--- config.mk ---
export PLATFORM = sky130hd
export DESIGN_NAME = spi_master_ctrl
export DESIGN_NICKNAME = d
export VERILOG_FILES = /design/src/rtl/spi_pkg.sv /design/src/rtl/spi_frame_shifter.sv /design/src/rtl/spi_master_ctrl.sv
export SDC_FILE = /design/constraint.sdc
export NUM_CORES = 1
export LEC_CHECK = 0
export CORE_AREA = 2 2 101 103
export CTS_CLUSTER_SIZE = 16
export DETAILED_ROUTE_END_ITERATION = 7
export DIE_AREA = 0 0 103 105
export SETUP_SLACK_MARGIN = 0.2
export SLEW_MARGIN = 30
export SYNTH_ARGS = -nofsm -noshare
export SYNTH_HDL_FRONTEND = slang
export SYNTH_HIERARCHICAL = 1
export SYNTH_SLANG_ARGS = --single-unit
--- constraint.sdc ---
create_clock -name clk -period 6.55 [get_ports clk]
set_input_delay 1.31 -clock clk [delete_from_list [all_inputs] [get_ports clk]]
set_output_delay 1.31 -clock clk [all_outputs]
set_load 0.01 [all_outputs]
--- src/rtl/spi_pkg.sv ---
// Shared types for the SPI master controller: frame codes,
// host op encoding, controller states and a frame-code helper.
package spi_pkg;

  typedef enum logic [1:0] {
    WR_ADDR = 2'b00,
    WR_DATA = 2'b01,
    RD_ADDR = 2'b10,
    RD_DATA = 2'b11
  } frame_code_e;

  typedef enum logic {
    OP_WR = 1'b0,
    OP_RD = 1'b1
  } op_e;

  typedef enum logic [2:0] {
    S_IDLE,
    S_SEL,
    S_CMD,
    S_SHIFT,
    S_RD_WAIT,
    S_RD_SHIFT,
    S_GAP,
    S_DONE
  } ctrl_state_e;

  // Frame 1 carries the address, frame 2 the data; code[1] is the op.
  function automatic frame_code_e frame_code(op_e op, logic ph);
    return frame_code_e'({op == OP_RD, ph});
  endfunction

endpackage

--- src/rtl/spi_frame_shifter.sv ---
// Frame shifter: loads {code, word}, shifts it out MSB first while
// shifting MISO in at the LSB, and runs a down-counter with done flag.
// Ports: i_load/i_vec load the vector, i_cnt_ld/i_cnt load the counter,
// i_shift advances both, o_msb is the next MOSI bit, o_rx_nxt is the
// received word including the MISO bit sampled on this edge.
module spi_frame_shifter #(
  parameter int PW = 10,
  parameter int AW = 8,
  parameter int CW = 5
) (
  input  logic          clk,
  input  logic          rst_n,
  input  logic          i_load,
  input  logic [PW-1:0] i_vec,
  input  logic          i_cnt_ld,
  input  logic [CW-1:0] i_cnt,
  input  logic          i_shift,
  input  logic          i_miso,
  output logic          o_msb,
  output logic [AW-1:0] o_rx_nxt,
  output logic          o_done
);

  logic [PW-1:0] r_sreg;
  logic [CW-1:0] r_cnt;

  always_ff @(posedge clk or negedge rst_n) begin
    if (!rst_n) begin
      r_sreg <= '0;
      r_cnt  <= '0;
    end else begin
      if (i_load)
        r_sreg <= i_vec;
      else if (i_shift)
        r_sreg <= {r_sreg[PW-2:0], i_miso};
      if (i_cnt_ld)
        r_cnt <= i_cnt;
      else if (i_shift)
        r_cnt <= r_cnt - CW'(1);
    end
  end

  assign o_msb    = r_sreg[PW-1];
  assign o_rx_nxt = {r_sreg[AW-2:0], i_miso};
  assign o_done   = (r_cnt == '0);

endmodule

--- src/rtl/spi_master_ctrl.sv ---
// SPI master sequencer: turns host write/read commands into two SPI
// frames (addr then data) and returns a one-cycle response strobe.
// Host side: cmd_valid/cmd_ready/cmd_op/cmd_addr/cmd_wdata in,
// rsp_valid/rsp_data/busy out. Pins: SS_n, MOSI out, MISO in.
module spi_master_ctrl #(
  parameter int MEM_DEPTH = 256,
  parameter int RD_WAIT   = 2,
  localparam int ADDR_SIZE = $clog2(MEM_DEPTH)
) (
  input  logic                 clk,
  input  logic                 rst_n,
  input  logic                 cmd_valid,
  output logic                 cmd_ready,
  input  logic                 cmd_op,
  input  logic [ADDR_SIZE-1:0] cmd_addr,
  input  logic [ADDR_SIZE-1:0] cmd_wdata,
  output logic                 rsp_valid,
  output logic [ADDR_SIZE-1:0] rsp_data,
  output logic                 busy,
  output logic                 SS_n,
  output logic                 MOSI,
  input  logic                 MISO
);

  import spi_pkg::*;

  localparam int PW = ADDR_SIZE + 2;
  localparam int CW = $clog2(PW + RD_WAIT + ADDR_SIZE + 1);
  localparam logic [CW-1:0] C_PW = CW'(PW);
  localparam logic [CW-1:0] C_RW = CW'(RD_WAIT - 1);
  localparam logic [CW-1:0] C_AW = CW'(ADDR_SIZE - 1);

  ctrl_state_e          r_state;
  ctrl_state_e          w_nxt;
  op_e                  r_op;
  logic                 r_ph;
  logic [ADDR_SIZE-1:0] r_addr;
  logic [ADDR_SIZE-1:0] r_wdata;
  logic                 r_ss_n;
  logic                 r_mosi;
  logic                 r_rsp_valid;
  logic [ADDR_SIZE-1:0] r_rsp_data;

  logic                 w_load;
  logic                 w_cnt_ld;
  logic [CW-1:0]        w_cnt;
  logic                 w_shift;
  logic                 w_done;
  logic                 w_msb;
  logic [ADDR_SIZE-1:0] w_rx_nxt;
  logic [ADDR_SIZE-1:0] w_word;
  logic [PW-1:0]        w_vec;
  logic                 w_accept;
  logic                 w_sel_nxt;
  logic                 w_mosi_nxt;

  assign w_accept = (r_state == S_IDLE) && cmd_valid;
  assign w_word   = !r_ph ? r_addr :
                    (r_op == OP_RD) ? '0 : r_wdata;
  assign w_vec    = {frame_code(r_op, r_ph), w_word};

  spi_frame_shifter #(
    .PW(PW),
    .AW(ADDR_SIZE),
    .CW(CW)
  ) u_shf (
    .clk      (clk),
    .rst_n    (rst_n),
    .i_load   (w_load),
    .i_vec    (w_vec),
    .i_cnt_ld (w_cnt_ld),
    .i_cnt    (w_cnt),
    .i_shift  (w_shift),
    .i_miso   (MISO),
    .o_msb    (w_msb),
    .o_rx_nxt (w_rx_nxt),
    .o_done   (w_done)
  );

  always_ff @(posedge clk or negedge rst_n) begin
    if (!rst_n)
      r_state <= S_IDLE;
    else
      r_state <= w_nxt;
  end

  // Counter is loaded to PW in SEL so it reads 0 on the last SHIFT cycle.
  always_comb begin
    w_nxt    = r_state;
    w_load   = 1'b0;
    w_cnt_ld = 1'b0;
    w_cnt    = C_PW;
    w_shift  = 1'b0;
    unique case (r_state)
      S_IDLE: if (cmd_valid) w_nxt = S_SEL;
      S_SEL: begin
        w_load   = 1'b1;
        w_cnt_ld = 1'b1;
        w_nxt    = S_CMD;
      end
      S_CMD: begin
        w_shift = 1'b1;
        w_nxt   = S_SHIFT;
      end
      S_SHIFT: begin
        if (!w_done)
          w_shift = 1'b1;
        else if (!r_ph)
          w_nxt = S_GAP;
        else if (r_op == OP_WR)
          w_nxt = S_DONE;
        else if (RD_WAIT == 0) begin
          w_nxt    = S_RD_SHIFT;
          w_cnt_ld = 1'b1;
          w_cnt    = C_AW;
        end else begin
          w_nxt    = S_RD_WAIT;
          w_cnt_ld = 1'b1;
          w_cnt    = C_RW;
        end
      end
      S_RD_WAIT: begin
        if (w_done) begin
          w_nxt    = S_RD_SHIFT;
          w_cnt_ld = 1'b1;
          w_cnt    = C_AW;
        end else
          w_shift = 1'b1;
      end
      S_RD_SHIFT: begin
        w_shift = 1'b1;
        if (w_done) w_nxt = S_DONE;
      end
      S_GAP:  w_nxt = S_SEL;
      S_DONE: w_nxt = S_IDLE;
      default: w_nxt = S_IDLE;
    endcase
  end

  // Pins are registered from the next state so they line up with it.
  assign w_sel_nxt = w_nxt inside
    {S_SEL, S_CMD, S_SHIFT, S_RD_WAIT, S_RD_SHIFT};

  always_comb begin
    w_mosi_nxt = 1'b0;
    unique case (1'b1)
      (w_nxt == S_CMD):   w_mosi_nxt = (r_op == OP_RD);
      (w_nxt == S_SHIFT): w_mosi_nxt = w_msb;
      default:            w_mosi_nxt = 1'b0;
    endcase
  end

  always_ff @(posedge clk or negedge rst_n) begin
    if (!rst_n) begin
      r_op        <= OP_WR;
      r_ph        <= 1'b0;
      r_addr      <= '0;
      r_wdata     <= '0;
      r_ss_n      <= 1'b1;
      r_mosi      <= 1'b0;
      r_rsp_valid <= 1'b0;
      r_rsp_data  <= '0;
    end else begin
      if (w_accept) begin
        r_op    <= op_e'(cmd_op);
        r_addr  <= cmd_addr;
        r_wdata <= cmd_wdata;
        r_ph    <= 1'b0;
      end else if (r_state == S_GAP)
        r_ph <= 1'b1;
      r_ss_n      <= !w_sel_nxt;
      r_mosi      <= w_mosi_nxt;
      r_rsp_valid <= (w_nxt == S_DONE);
      r_rsp_data  <= ((w_nxt == S_DONE) && (r_op == OP_RD)) ?
                     w_rx_nxt : '0;
    end
  end

  assign cmd_ready = (r_state == S_IDLE);
  assign busy      = !((r_state == S_IDLE) || (r_state == S_DONE));
  assign SS_n      = r_ss_n;
  assign MOSI      = r_mosi;
  assign rsp_valid = r_rsp_valid;
  assign rsp_data  = r_rsp_data;

endmodule
==> results of run 1 <==
-- layout by cell type, fill, tap and decap left out, types with 2 or more instances in the layout --
cell,Yosys,routed
mux2i_1,11,11
buf_4,9,3
clkdlybuf4s50_1,0,32
nor2_1,7,7
nand2_1,36,36
dfrtp_1,46,46
o21ai_0,31,31
xor2_1,2,2
nand2b_1,2,2
xnor2_1,2,2
nand3_1,3,3
a21oi_1,2,2
clkbuf_8,0,5
and3_1,11,11
inv_1,15,15
mux2_2,10,10
and2_1,2,2
nor3_1,3,3
-- final timing paths --
path	endpoint	slack [ns]
max in group asynchronous	u_shf/r_sreg[6]$_DFFE_PN0P_	5.14
worst max-delay path	cmd_ready	3.58
worst min-delay path	r_wdata[0]$_DFFE_PN0P_	0.52
worst max register to register	u_shf/r_cnt[3]$_DFFE_PN0P_	4.07
worst min register to register	r_wdata[0]$_DFFE_PN0P_	0.52
min in group asynchronous	r_state[2]$_DFF_PN0_	1.00
-- synthesized netlist by cell type (all sizes together), types with 4 or more instances --
master,count,area [um2]
mux2i,11,110
o21ai,32,160
inv,15,56.3
clkbuf,4,15.0
dfrtp,46,1150
nor2,7,26.3
mux2,10,113
nand2,36,135
buf,18,124
and3,11,68.8
-- per-layer routing --
layer	GRT usage	vias to the layer above
met5	0	-
met4	0.0282	0
met3	0.0294	5
met2	0.123	51
met1	0.118	711
li1	-	777
-- worst max-delay path: stages, from the launching register on --
cell	delay [ns]
dfrtp_1	0.50
nor3_1	0.28
clkdlybuf4s50_1	0.58
-- cells by family (layout without fill, tap and decap cells) --
kind of cell,Yosys count,count (layout),synth area share
and+or+nand+nor,71,71,0.158
DFF,47,47,0.521
AOI/OAI and AO/OA,41,41,0.113
buffers and inverters,37,58,0.0864
muxes,21,21,0.0986
xor gates and xnor gates,4,4,0.0155
adders and majority gates,1,1,0.00554
other,1,1,0.00166
-- layout make-up --
class,instances,share of cell area
timing repair buffer,35,0.125
sequential,47,0.428
inverter,15,0.0205
multi-input combinational,139,0.325
clock inverter,3,0.0168
clock buffer,5,0.0250
tap,133,0.0605
-- flip-flops by register name, summed over array words and instances, names as in the netlist --
register / count
MOSI: 1
SS_n: 1
r_addr: 8
r_op: 1
r_ph: 1
r_state: 3
r_wdata: 8
rsp_data: 8
rsp_valid: 1
u_shf/r_cnt: 5
u_shf/r_sreg: 10
-- power by group --
part	switching, uW	internal (uW)
registers	88.8	397
logic	187	187
clock network	103	115
-- through the flow --
stage / area [um2] / cells / hold WS, ns / setup slack, ns
finish: 2750 / 377 / 0.519 / 3.58
CTS: 2750 / 377 / 0.522 / 3.56
global route: 2750 / 377 / 0.541 / 3.49
floorplan: 2260 / 223 / 0.480 / 4.21
global placement: 2630 / 369 / 0.495 / 3.52
detailed placement: 2630 / 369 / 0.499 / 3.47
==> results.yml, run 1 <==
power:
  peakVddDrop_mv: 0.100
  power.leakage_uw: 0.00125
  power_uw: 1080
  p_per_area_nw_per_um2: 392
routing:
  met3_wirelength_um: 282
  viasPerCell: 4.10
  routedWlPerCell_um: 11.5
  ant_nets: 0
  drc: 0
  met1_length_um: 2050
  num_vias: 1544
  wl_um: 4330
  top_layer_used: "met4"
  met2WireLength_um: 1940
  dr.pass1.iters: 4
  drt_iter0_markers: 79
floorplan:
  dieHeight_um: 105
  die-area_um2: 10800
  rows: 36
  dieWidth_um: 103
  core-area_um2: 9640
  initial_utilization: 0.234
  ios: 34
clocking:
  cts_setup_buffers: 0
  cts_resized: 0
  clkLatencyLatePin_ns: 0.31
  root_buffer: "clkbuf_8"
  path_clk_slew_ns: 0.09
  cts-htree-levels: 2
  clock_path_buffers: 2
  cts.sinks: 47
  cts_buffers: 5
  cts.hold.buffers_added: 0
  cts_tree: "yes"
sta:
  worst_slew_pin_slew_ns: 0.835
  min_period_ns: 2.97
  finalClockSkew_ns: 0.0122
  rsz0062_at_grt: "no"
  relSlewSlack: 0.443
  hold_violations: 0
  tns_ns: 0
  maxSlewViolCount: 0
  fin_crit_sh: 0.454
  fmax_mhz: 337
  setup_viol: 0
run_status:
  status: "completed"
logic_synthesis:
  async_flop_share: 1.00
  synth_area_um2: 2260
  ys_types: 37
  ys.flop_type: "dfrtp_1"
  yosys_register_bits: 47
  syn_inst: 223
  synth_fp_nets: 245
  synth-edff-count: 0
  ys_warn_count: 6
  postSynthAreaPerCell_um2: 10.1
  yosysSeqAreaShare: 0.521
setup_path:
  path_class: "flip-flop to output pin"
  cp_max_fo: 11
  end_kind: "output pin"
  r2r_start: "u_shf/r_cnt[0]$_DFFE_PN0P_"
  crit_start: "r_state[1]$_DFF_PN0_"
  setup.worst_path.start_class: "flip-flop"
  required_ns: 5.24
  crit_arrival_ns: 1.66
  reg2regPathDepth: 10
final_layout:
  antenna_cells: 0
  nFillCells: 1035
  syn2layout_area_growth_pct: 21.8
  nNetsFinal: 265
  multi_input_area_um2: 893
  drive_gt1_frac: 0.111
  seqCellArea_um2: 1180
  fin_util: 0.285
run:
  max-cap-violations: 0
global_routing:
  grt_pass1_wl_um: 7320
  antenna_found_initial: 0
  grt_pass1_vias: 1527
  grt-ovfl-total: 0
  grt_start_max_net_pins: 48
  grt_usage: 0.0853
min_path:
  hold_class: "flip-flop to flip-flop"
  hold_start: "r_wdata[0]$_DFFE_PN0P_"
  min_path_cells: 1
placed_design:
  io_buffers: 33
  dpl.hpwl_um: 3090
  gp_congestion: 0.815
(Power assumes the default switching activity.)
==> run 2, diff against run 1 <==
clock period = 2.8 ns   (was 6.55 ns; I/O delays follow)
==> run 2 against run 1 <==
Clock skew is 0.0040 ns lower. Register-to-register slack worse by 3.6 ns. Sequential share of layout area is 0.29 points lower. Power is 130% higher. Sequential power is 130% higher. Clock power is 99% higher. Flip-flop and latch count stayed put. Final cell count is 1.3% higher. Non-clock buffer count is 5 higher. Via count is 2.6% higher. Largest power group unchanged.
==> results.yml, run 2 (synthesis results as in run 1) <==
run_status:
  status: "completed"
setup_path:
  crit_start: "u_shf/r_cnt[0]$_DFFE_PN0P_"
  r2r_start: "u_shf/r_cnt[0]$_DFFE_PN0P_"
  crit_path_end: "u_shf/r_cnt[3]$_DFFE_PN0P_"
  crit_path_max_incr_delay_ns: 0.43
  crit_chain: "inv_1, ha_1, nor4b_1, buf_4, and2_1, o22ai_2, nor4b_4, xor2_1, mux2_2"
  crit_arrival_ns: 2.50
  timing.rr.end: "u_shf/r_cnt[3]$_DFFE_PN0P_"
  reg2regPathDepth: 9
  r2r_slack_ns: 0.48
  cp_max_fo: 7
  end_kind: "flip-flop"
  setup.worst_path.start_class: "flip-flop"
  required_ns: 2.98
  slowest_stage: "dfrtp_1"
  path_class: "flip-flop to flip-flop"
run:
  max-cap-violations: 0
clocking:
  clock_path_buffers: 2
  clkLatencyLatePin_ns: 0.30
  cts-htree-levels: 2
  cts_tree: "yes"
  path_clk_slew_ns: 0.09
  cts.sinks: 47
  root_buffer: "clkbuf_8"
  cts_buffers: 5
  cts.hold.buffers_added: 0
floorplan:
  die-area_um2: 10800
  dieWidth_um: 103
  initial_utilization: 0.234
  core-area_um2: 9640
  rows: 36
  dieHeight_um: 105
  ios: 34
min_path:
  hold_class: "input port to async pin"
sta:
  finalClockSkew_ns: 0.00824
  fin_crit_sh: 0.830
  maxSlewViolCount: 0
  hold_violations: 0
  fin_ws_ns: 0.476
  rsz0062_at_grt: "no"
  fmax_mhz: 430
  whs_ns: 0.134
  min_period_ns: 2.32
  tns_ns: 0
  setup_viol: 0
placed_design:
  placedCellCount: 374
  dpl.hpwl_um: 3350
  place_area_um2: 2670
  pre_cts_ws_ns: 0.356
  gp_congestion: 0.805
  io_buffers: 33
routing:
  wl_um: 4560
  num_vias: 1584
  drc: 0
  viasPerCell: 4.15
  dr.pass1.iters: 4
  routedWlPerCell_um: 11.9
  ant_nets: 0
  drt_iter0_markers: 167
global_routing:
  antenna_found_initial: 0
  grt_pass1_wl_um: 7850
  grt-ovfl-total: 0
  grt_pass1_vias: 1675
  grt_usage: 0.0914
  grt_start_max_net_pins: 36
final_layout:
  syn2layout_area_growth_pct: 22.6
  instances_no_fill: 382
  nFillCells: 1031
  drive_gt1_frac: 0.129
  final_cell_mix: "46 x dfrtp_1, 36 x nand2_1, 32 x clkdlybuf4s50_1"
  nNetsFinal: 270
  antenna_cells: 0
  largest_reg_flops: 10
  largest_register: "u_shf/r_sreg"
  stdcell_area_um2: 2770
  layout_commonest_cell: "dfrtp_1"
power:
  peakVddDrop_mv: 0.350
  p_per_area_nw_per_um2: 904
  power.leakage_uw: 0.00127
run 2: cell count changes in the layout (fill, tap and decap cells not counted):
cell	previous run	this run
clkbuf_8	5	6
o22ai_1	1	0
buf_2	0	1
o22ai_2	0	1
nor4b_2	1	0
buf_4	3	7
nor4b_1	1	2
inv_6	1	0
clkinv_4	0	1
bufinv_16	1	0
run 2: where the power goes:
| group | leakage [uW] | switching, uW | internal [uW] |
|---|---|---|---|
| Sequential | 0.000572 | 194 | 929 |
| Combinational | 0.000651 | 490 | 459 |
| Clock | 0.0000474 | 232 | 202 |
| Total | 0.00127 | 916 | 1590 |
run 2: per-stage QoR:
stage | utilization | power (uW)
global route | 0.287 | 2720
finish | 0.287 | 2510
detailed placement | 0.276 | 2090
global placement | 0.276 | 2050
CTS | 0.287 | 2540
floorplan | - | 1880
run 2: worst max-delay path: cells and delay by family, from the launching register on:
family                   cells  cell delay [ns]
flip-flops                   1             0.43
adder cells (fa/ha/maj)      1             0.21
multiplexers                 1             0.28
buffers and inverters        2             0.22
XOR/XNOR                     1             0.10
AO/OA/AOI/OAI                1             0.36
AND/OR/NAND/NOR              3             0.60
run 2: cell type report:
type | instances | area [um2] | share of cell area
tap | 133 | 166 | 0.0601
clock inverter | 2 | 16.3 | 0.00587
inverter | 15 | 56.3 | 0.0203
multi-input combinational | 139 | 893 | 0.322
timing repair buffer | 40 | 378 | 0.136
sequential | 47 | 1180 | 0.425
clock buffer | 6 | 82.6 | 0.0298
run 2: how the worst min path moves through the flow:
| stage | slack [ns] | end |
|---|---|---|
| 2_1_floorplan | 0.26 | MOSI$_DFF_PN0_ |
| 3_3_place_gp | 0.47 | r_state[2]$_DFF_PN0_ |
| 3_5_place_dp | 0.47 | r_state[1]$_DFF_PN0_ |
| 4_1_cts | 0.14 | r_state[2]$_DFF_PN0_ |
| 5_1_grt | 0.14 | r_state[2]$_DFF_PN0_ |
| 6_report | 0.13 | r_state[2]$_DFF_PN0_ |
run 2: repair_timing:
| action | 4_1_cts | 5_1_grt |
|---|---|---|
| setup endpoints to repair | 0 | 3 |
| setup buffers | 0 | 0 |
| gates resized for setup | 0 | 1 |
| endpoints found under the hold margin | 0 | 0 |
run 2: layer usage:
| metal | GRT usage | vias up | wire [um] | share of wire |
|---|---|---|---|---|
| li1 | - | 788 | - | - |
| met1 | 0.120 | 750 | 2090 | 0.46 |
| met2 | 0.144 | 40 | 2150 | 0.47 |
| met3 | 0.0194 | 6 | 234 | 0.051 |
| met4 | 0.0376 | 0 | 88 | 0.019 |
| met5 | 0 | - | 0 | 0 |
